[src/rtl/aes_port_sched.sv]
// rtl/aes_port_sched.sv - frame scheduler between UART byte ports and an AES-128 core
//
// Decodes rx frames (header + 16 payload bytes, MSB first). Header 8'h4B loads
// the key, header 8'h44 encrypts one block and streams the 16 result bytes to tx.
// Only one block is in flight at a time.
//
// Optional feature: define AES_SCHED_TIMEOUT_EN to abort a partial frame after
// TIMEOUT_CYC idle cycles (err_tout pulse). Without it err_tout is tied low.
//
// Ports:
//   clk, rst_n                  clock, asynchronous active-low reset
//   rx_vld, rx_byte, rx_rdy     rx byte stream (transfer on rx_vld & rx_rdy)
//   core_key, core_key_ld       key to the core and its one-cycle load pulse
//   core_din, core_start        plaintext and one-cycle start pulse
//   core_busy, core_done        core status; core_dout valid with core_done
//   core_dout                   ciphertext from the core
//   tx_vld, tx_byte, tx_rdy     tx byte stream (transfer on tx_vld & tx_rdy)
//   key_valid                   a key has been loaded since reset
//   err_hdr, err_nokey, err_tout one-cycle error pulses
module aes_port_sched #(
    parameter int TIMEOUT_CYC = 1000,
    parameter int TOUT_W      = 10
) (
    input  logic         clk,
    input  logic         rst_n,
    input  logic         rx_vld,
    input  logic [7:0]   rx_byte,
    output logic         rx_rdy,
    output logic [127:0] core_key,
    output logic         core_key_ld,
    output logic [127:0] core_din,
    output logic         core_start,
    input  logic         core_busy,
    input  logic         core_done,
    input  logic [127:0] core_dout,
    output logic         tx_vld,
    output logic [7:0]   tx_byte,
    input  logic         tx_rdy,
    output logic         key_valid,
    output logic         err_hdr,
    output logic         err_nokey,
    output logic         err_tout
);

    typedef enum logic [2:0] {
        IDLE, COL_KEY, COL_DAT, DROP, KEY_LD, START, WAIT, SEND
    } state_t;

    state_t         state_q, state_d;
    logic [3:0]     cnt_q, cnt_d;
    // Only 15 bytes need storing: the 16th is appended straight from rx_byte.
    logic [119:0]   rx_sh_q, rx_sh_d;
    logic [127:0]   core_key_q, core_key_d;
    logic [127:0]   core_din_q, core_din_d;
    logic [127:0]   tx_sh_q, tx_sh_d;
    logic           key_valid_q, key_valid_d;
    logic           err_hdr_q, err_hdr_d;
    logic           err_nokey_q, err_nokey_d;
    logic           rx_hs;
    logic           collecting;

`ifdef AES_SCHED_TIMEOUT_EN
    logic [TOUT_W-1:0] tout_q, tout_d;
    logic              err_tout_q, err_tout_d;
`endif

    assign rx_hs      = rx_vld & rx_rdy;
    assign collecting = (state_q == COL_KEY) || (state_q == COL_DAT) || (state_q == DROP);

    // State register
    always_ff @(posedge clk or negedge rst_n) begin
        if (!rst_n) begin
            state_q     <= IDLE;
            cnt_q       <= 4'd0;
            rx_sh_q     <= '0;
            core_key_q  <= '0;
            core_din_q  <= '0;
            tx_sh_q     <= '0;
            key_valid_q <= 1'b0;
            err_hdr_q   <= 1'b0;
            err_nokey_q <= 1'b0;
`ifdef AES_SCHED_TIMEOUT_EN
            tout_q      <= '0;
            err_tout_q  <= 1'b0;
`endif
        end else begin
            state_q     <= state_d;
            cnt_q       <= cnt_d;
            rx_sh_q     <= rx_sh_d;
            core_key_q  <= core_key_d;
            core_din_q  <= core_din_d;
            tx_sh_q     <= tx_sh_d;
            key_valid_q <= key_valid_d;
            err_hdr_q   <= err_hdr_d;
            err_nokey_q <= err_nokey_d;
`ifdef AES_SCHED_TIMEOUT_EN
            tout_q      <= tout_d;
            err_tout_q  <= err_tout_d;
`endif
        end
    end

    // Next-state and datapath
    always_comb begin
        state_d     = state_q;
        cnt_d       = cnt_q;
        rx_sh_d     = rx_sh_q;
        core_key_d  = core_key_q;
        core_din_d  = core_din_q;
        tx_sh_d     = tx_sh_q;
        key_valid_d = key_valid_q;
        err_hdr_d   = 1'b0;
        err_nokey_d = 1'b0;
        case (state_q)
            IDLE: begin
                if (rx_hs) begin
                    cnt_d = 4'd0;
                    case (rx_byte)
                        8'h4B: state_d = COL_KEY;
                        8'h44: begin
                            if (key_valid_q) begin
                                state_d = COL_DAT;
                            end else begin
                                err_nokey_d = 1'b1;
                                state_d     = DROP;
                            end
                        end
                        default: err_hdr_d = 1'b1;
                    endcase
                end
            end
            COL_KEY, COL_DAT, DROP: begin
                if (rx_hs) begin
                    rx_sh_d = {rx_sh_q[111:0], rx_byte};
                    cnt_d   = cnt_q + 4'd1;
                    if (cnt_q == 4'd15) begin
                        if (state_q == COL_KEY) begin
                            // Key register only changes on a complete frame, so
                            // it is visible together with the KEY_LD pulse.
                            core_key_d  = {rx_sh_q, rx_byte};
                            key_valid_d = 1'b1;
                            state_d     = KEY_LD;
                        end else if (state_q == COL_DAT) begin
                            core_din_d = {rx_sh_q, rx_byte};
                            state_d    = START;
                        end else begin
                            state_d = IDLE;
                        end
                    end
                end
            end
            KEY_LD: state_d = IDLE;
            START: begin
                if (!core_busy) state_d = WAIT;
            end
            WAIT: begin
                if (core_done) begin
                    tx_sh_d = core_dout;
                    cnt_d   = 4'd0;
                    state_d = SEND;
                end
            end
            SEND: begin
                if (tx_rdy) begin
                    tx_sh_d = {tx_sh_q[119:0], 8'h00};
                    cnt_d   = cnt_q + 4'd1;
                    if (cnt_q == 4'd15) state_d = IDLE;
                end
            end
            default: state_d = IDLE;
        endcase

`ifdef AES_SCHED_TIMEOUT_EN
        // Idle-cycle counter inside a frame; firing abandons the partial frame.
        err_tout_d = 1'b0;
        tout_d     = '0;
        if (collecting && !rx_hs) begin
            if (tout_q == TOUT_W'(TIMEOUT_CYC - 1)) begin
                err_tout_d = 1'b1;
                state_d    = IDLE;
                cnt_d      = 4'd0;
            end else begin
                tout_d = tout_q + 1'b1;
            end
        end
`endif
    end

    // Outputs
    always_comb begin
        rx_rdy      = rst_n && (collecting || (state_q == IDLE));
        core_key_ld = (state_q == KEY_LD);
        core_start  = (state_q == START) && !core_busy;
        tx_vld      = (state_q == SEND);
    end

    assign core_key  = core_key_q;
    assign core_din  = core_din_q;
    assign tx_byte   = tx_sh_q[127:120];
    assign key_valid = key_valid_q;
    assign err_hdr   = err_hdr_q;
    assign err_nokey = err_nokey_q;

`ifdef AES_SCHED_TIMEOUT_EN
    assign err_tout = err_tout_q;
`else
    // Constant low in this build; the parameters only matter with the timeout.
    assign err_tout = (TIMEOUT_CYC < 0) && (TOUT_W < 0);
`endif

endmodule

[config.mk]
export PLATFORM = sky130hd
export DESIGN_NAME = aes_port_sched
export DESIGN_NICKNAME = d
export VERILOG_FILES = /design/src/rtl/aes_port_sched.sv
export SDC_FILE = /design/constraint.sdc
export NUM_CORES = 1
export LEC_CHECK = 0
export ABC_AREA = 1
export CORE_MARGIN = 2
export CORE_UTILIZATION = 47
export DETAILED_ROUTE_END_ITERATION = 8
export PLACE_DENSITY = 0.85
export RECOVER_POWER = 100
export SYNTH_ARGS = -nofsm -noshare
export SYNTH_HDL_FRONTEND = slang
export SYNTH_SLANG_ARGS = --single-unit
[constraint.sdc]
create_clock -name clk -period 1.44 [get_ports clk]
set_input_delay 0.36 -clock clk [delete_from_list [all_inputs] [get_ports clk]]
set_output_delay 0.36 -clock clk [all_outputs]
set_load 0.005 [all_outputs]
Yosys cells after proc, flatten, opt, wreduce, memory -nomap -nowiden
Index checks and enable logic that the tools add are counted.

Bits in registers: 514. Output and inout port bits: 272. Word-level logic and storage cells: 74. Input bits: 142.

Reduce and logical (&&, ||, !) cells: 17. Add/sub/neg operators: 1. Bitwise logic cells: 2. Multiplexer cells: 27. Equal/unequal tests: 18.

Operators by type and width (count): 128-bit 2-to-1 mux (2); 128-bit case mux with 2 select lines (1); 3-bit 2-to-1 mux (9); 3-bit case mux with 6 select lines (1); 8-bit by 7-bit equality test with 1-bit output, second input constant (2); 4-bit 2-to-1 mux (4); 4-bit case mux with 4 select lines (1); 3-bit equality test, second input constant (4); 2-bit != test, second input constant (5); 5-bit AND reduction (2); 1-bit 2-to-1 mux (8); 8-bit AND reduction (1); 3-bit by 2-bit equality test with 1-bit output, second input constant (2); 3-bit case mux with 2 select lines (1); 4-bit by 1-bit adder with 4-bit output, second input constant (1); 4-bit equality test, second input constant (1); 2-bit by 1-bit != test with 1-bit output, second input constant (2); 4-bit AND reduction (1); 4-bit nonzero test (1); 3-bit by 1-bit equality test with 1-bit output, second input constant (1); 3-bit logical NOT (1); 1-bit logical OR (3); 3-bit by 1-bit != test with 1-bit output, second input constant (1); 3-bit AND reduction (1); other kinds (8) (9).

Longest topological paths before layout
Word-level depth: 8. Depth in mapped cells: 10. Depth with buffers taken out: 8.

Worst setup path after synthesis
No wires, ideal clock.

Kind: reg-to-reg. Start point: reg cnt_q[0]. End point: reg core_key_q[100] (netlist: core_key[100]). Library setup time: 130 ps. Data required time: 1310 ps. Clock period less this slack: 1527 ps. Stages on the path, launching flop included: 8. Slack: -87 ps. Buffers on the path: 2. Arrival time: 1397 ps. Cells stage by stage: dfrtp_1 ha_1 nand3_1 nor2_2 nand4_2 buf_2 buf_1 o21ai_1.

Word-level cells in the longest chain between the ends: 2.

RTL lines: start: declaration (line 50) `logic [3:0] cnt_q, cnt_d;`; start signal: assignment (line 88) `cnt_q <= cnt_d;`; 4-bit equality test (line 136) `if (cnt_q == 4'd15) begin`; 4-bit AND reduction (no line); end signal: assignment (line 90) `core_key_q <= core_key_d;`; end: declaration (line 53) `logic [127:0] core_key_q, core_key_d;`.

No other way between the ends. A chain may end at the register's enable or synchronous reset.

Worst setup path in the final report
Start point: reg state_q[1]. End point: reg tx_sh_q[55].

Word-level cells in the longest chain between the ends: 3. Elaborated cells between the ends (all ways): 7. Those cells by class: eq/ne: 4; mux: 1; reduce/logical: 2.

RTL lines: start: declaration (line 49) `state_t state_q, state_d;`; start signal: assignment (line 87) `state_q <= state_d;`; 3-bit equality test (line 114) `case (state_q)`; 2-bit by 1-bit != test with 1-bit output (no line) (tied with other cells); 3-bit AND reduction (no line); end signal: assignment (line 92) `tx_sh_q <= tx_sh_d;`; end: declaration (line 55) `logic [127:0] tx_sh_q, tx_sh_d;`.

Several ways; a longest one is shown, not always the timed one.

==> results.md <==
- Starting DRC count in detailed routing: 2,288
- Most used cell, CP: nand2_4
- I/O pins: 414
- Critical Path RT: 1.94 ns
- Crit path DAT: 2.53 ns
- Reg-to-reg critical path startpoint: state_q[1]
- Crit Path Class: flop to flop
- FF-to-FF setup slack: -0.59 ns
- Pwr dens: 1243 nW/um^2
- Clock tree from TritonCTS: done
- Total CTS buffers: 50
- Worst path slowest cell: dfrtp_2
- Crit path cell chain: buf_6 > inv_4 > buf_4 > a211oi_4 > nand2_4 > buf_8 > clkinv_8 > clkbuf_16 > nand2_4 > o21ai_1
- Fin. Hold Viols: 0
- Hold Crit Start: rst_n
- Worst-Skew Late Latency: 0.61 ns
- Final setup margin: -0.5877 ns
- Die ar.: 45,270 um^2
- Worst slew pin tran: 0.8122 ns
- Vias in the first global route: 18.84k
- Post-synthesis average cell area: 9.036 um^2
- Register-to-Register Path Depth: 10
- Cell row count: 76
- Routed WL: 78,340 um
- Effective utilization at floorplan: 47.55%
- DR vias/cell: 5.656
- Die X: 212.8 um
- Placer Congestion: 0.8808
- Die height: 212.8 um
- Mapped cell area: 20,480 um^2
- Register area share after synthesis: 62.79%
- Fraction of layout cells with a size suffix above 1: 32.47%
- Setup crit end kind: flop
- Syn Nets: 2,410
- Worst vdd ir: 0.001018 V
- Outcome: complete, but fails checks
- Antenna Nets Post-Route: 0
- Slew Limit Fails: 0
- YS warnings: 0
- Layout area overhead: 49.56%
- Leak pwr: 15.72 nW
- Total track usage: 28.56%
- Initial antenna violation count: 0
- Total congestion overflow: 0
- First-pass GRT wire length: 100,500 um
- Final core occ: 71.12%
- Clock buffer depth: 3
- Failing checks: negative setup slack
- FF+latch count, synth: 514
- Gate Count Post-Synth: 2,267
- Hold depth: 4
- Final setup viols: 775
- Max stage delay on crit path: 0.40 ns
- Port Buffers: 412
- Vias: 19.98k
- Final cell count without fillers: 3,533
- Average wire per standard cell: 22.17 um
- CP startpoint kind: flop
- Core box area: 43,080 um^2
- Router iterations before antenna repair: 8
- RSZ-0062 raised after global routing: true
- DP Wirelength: 39,790 um
- Clock Sinks: 514
- Worst-path clk slew: 0.07 ns
- Total design power: 0.03808 W
- Final setup skew: 0.03154 ns
- Synth cell types: 26
- Relative slew slack: 45.85%
- Pin count of the biggest net entering global routing: 140
- CTS Root Cell: clkbuf_16
- Nets@finish: 3,051
- Max-cap viol count: 0
- Fin crit period: 2.028 ns
- Reg2Reg Capture Point: tx_sh_q[55]
- Hold WC Path Type: input port to flop
- Htree depth: 2
- Placed Cells: 3,225
- Crit Path Max Fanout: 8
- Fmax: 493.2 MHz
- Worst Hold End: err_hdr
- Fin crit share: 140.8%
- DRC: 0
[area by class of cell]
cell class	count	area, um^2
flip-flops and latches	514	12860
fillers	2727	12440
multi-input cells	1353	7318
repair buffers	730	6885
clock buffers	76	1490
inverters	254	991.0
well taps	585	732.0
clock inverters	15	276.5
repair inverters	5	76.32
diodes	1	2.502
[repair_timing]
item                                    4_1_cts  5_1_grt
setup buffers                               137       15
gates resized for setup                    1209      509
hold buffers                                  2        0
endpoints found under the setup margin      782      785
hold endpoints to repair                     28        0
pin swaps                                     9       34
cloned                                       13       53
[cells by family (layout without fill, tap and decap cells)]
logic type,Yosys count,after routing,share of synthesized area (%)
adder cells (fa/ha/maj),1,1,0.06107
AND/OR/NAND/NOR,738,738,13.81
flip-flops,514,514,62.79
buffers and inverters,400,1080,8.270
XOR/XNOR,2,2,0.08553
AO/OA/AOI/OAI,611,611,14.96
other,1,2,0.01831
[synthesized netlist by cell type]
| master | instances | share of area, % |
|---|---|---|
| nand2_1 | 702 | 13 |
| dfrtp_1 | 514 | 63 |
| o21ai_0 | 460 | 11 |
| inv_1 | 250 | 4.6 |
| o21ai_1 | 149 | 3.6 |
| clkbuf_1 | 65 | 1.2 |
| buf_2 | 53 | 1.3 |
| buf_4 | 15 | 0.55 |
| nor2_1 | 14 | 0.26 |
| buf_6 | 9 | 0.49 |
| nand3_1 | 9 | 0.22 |
| nand4_1 | 6 | 0.18 |
| buf_1 | 4 | 0.073 |
| inv_2 | 3 | 0.055 |
| nor2_2 | 2 | 0.061 |
| nor3_1 | 2 | 0.049 |
| a211oi_2 | 1 | 0.061 |
| a21oi_1 | 1 | 0.024 |
| conb_1 | 1 | 0.018 |
| ha_1 | 1 | 0.061 |
| inv_4 | 1 | 0.031 |
| nand2_2 | 1 | 0.031 |
| nand3_4 | 1 | 0.086 |
| nand4_2 | 1 | 0.061 |
| xnor2_1 | 1 | 0.043 |
| xor2_1 | 1 | 0.043 |
[registers in the layout, summed over array words and instances (netlist names)]
name       flops
core_din     128
core_key     128
state_q        3
key_valid      1
err_nokey      1
cnt_q          4
rx_sh_q      120
tx_sh_q      128
err_hdr        1
[routing by layer]
layer / global-route usage (%) / wire length (um) / vias up
li1: - / - / 8471
met1: 34.45 / 27650 / 9730
met2: 47.18 / 37360 / 1329
met3: 6.001 / 6846 / 451
met4: 17.60 / 6486 / 0
met5: 0 / 0 / -
[stage by stage]
stage	TNS, ns	cell area (um^2)	setup WS [ns]	hold slack (ns)
floorplan	-1.846	20700	-0.01005	0.06441
finish	-213.29	30640	-0.5877	0.1797
global placement	-212.62	25780	-0.5086	0.3731
global route	-253.23	30630	-0.6240	0.1666
detailed placement	-227.60	25780	-0.5696	0.3779
CTS	-163.78	27980	-0.4722	0.1427
[critical path, delay by kind of cell (launching register included)]
kind                   cells  cell delay (ns)
AOI/OAI and AO/OA          2             0.47
and+or+nand+nor            2             0.20
buffers and inverters      6             0.82
DFF                        1             0.40
[how the worst max path moves through the flow]
stage	depth (start not counted)	slack [ns]	endpoint	from
6_report	10	-0.59	tx_sh_q[55]	state_q[1]
5_1_grt	5	-0.62	core_start	state_q[1]
4_1_cts	5	-0.47	core_start	state_q[1]
3_5_place_dp	7	-0.57	core_key[50]	rx_vld
3_3_place_gp	7	-0.51	core_key[62]	rx_vld
2_1_floorplan	9	-0.01	core_key[26]	state_q[2]
[cells in the final DEF (no fill, tap or decap), types with 3 or more instances in the layout]
cell,synthesis,layout
clkdlybuf4s50_1,0,140
nor2_1,14,8
nand3_1,9,4
o21ai_2,0,114
o21ai_0,460,343
nand2_2,1,51
nand2_4,0,91
buf_4,15,189
clkbuf_1,65,14
clkinv_8,0,7
buf_16,0,18
clkbuf_8,0,12
buf_2,53,240
nand3_2,0,4
nand2_1,702,559
dfrtp_1,514,512
o21ai_1,149,151
buf_6,9,62
nor2_4,0,6
buf_12,0,31
nand4_1,6,6
inv_8,0,3
buf_8,0,14
bufinv_16,0,7
clkinv_2,0,5
clkbuf_16,0,82
inv_1,250,246
[report_power, final]
group | internal [W] | switching, W | total, W | leakage (nW)
logic | 0.00208 | 0.00407 | 0.00615 | 8.46
clock network | 0.00840 | 0.00594 | 0.0143 | 0.867
registers | 0.0163 | 0.00133 | 0.0176 | 6.39
total | 0.0267 | 0.0113 | 0.0381 | 15.7
No activity file was read; power rests on OpenSTA's default activity.
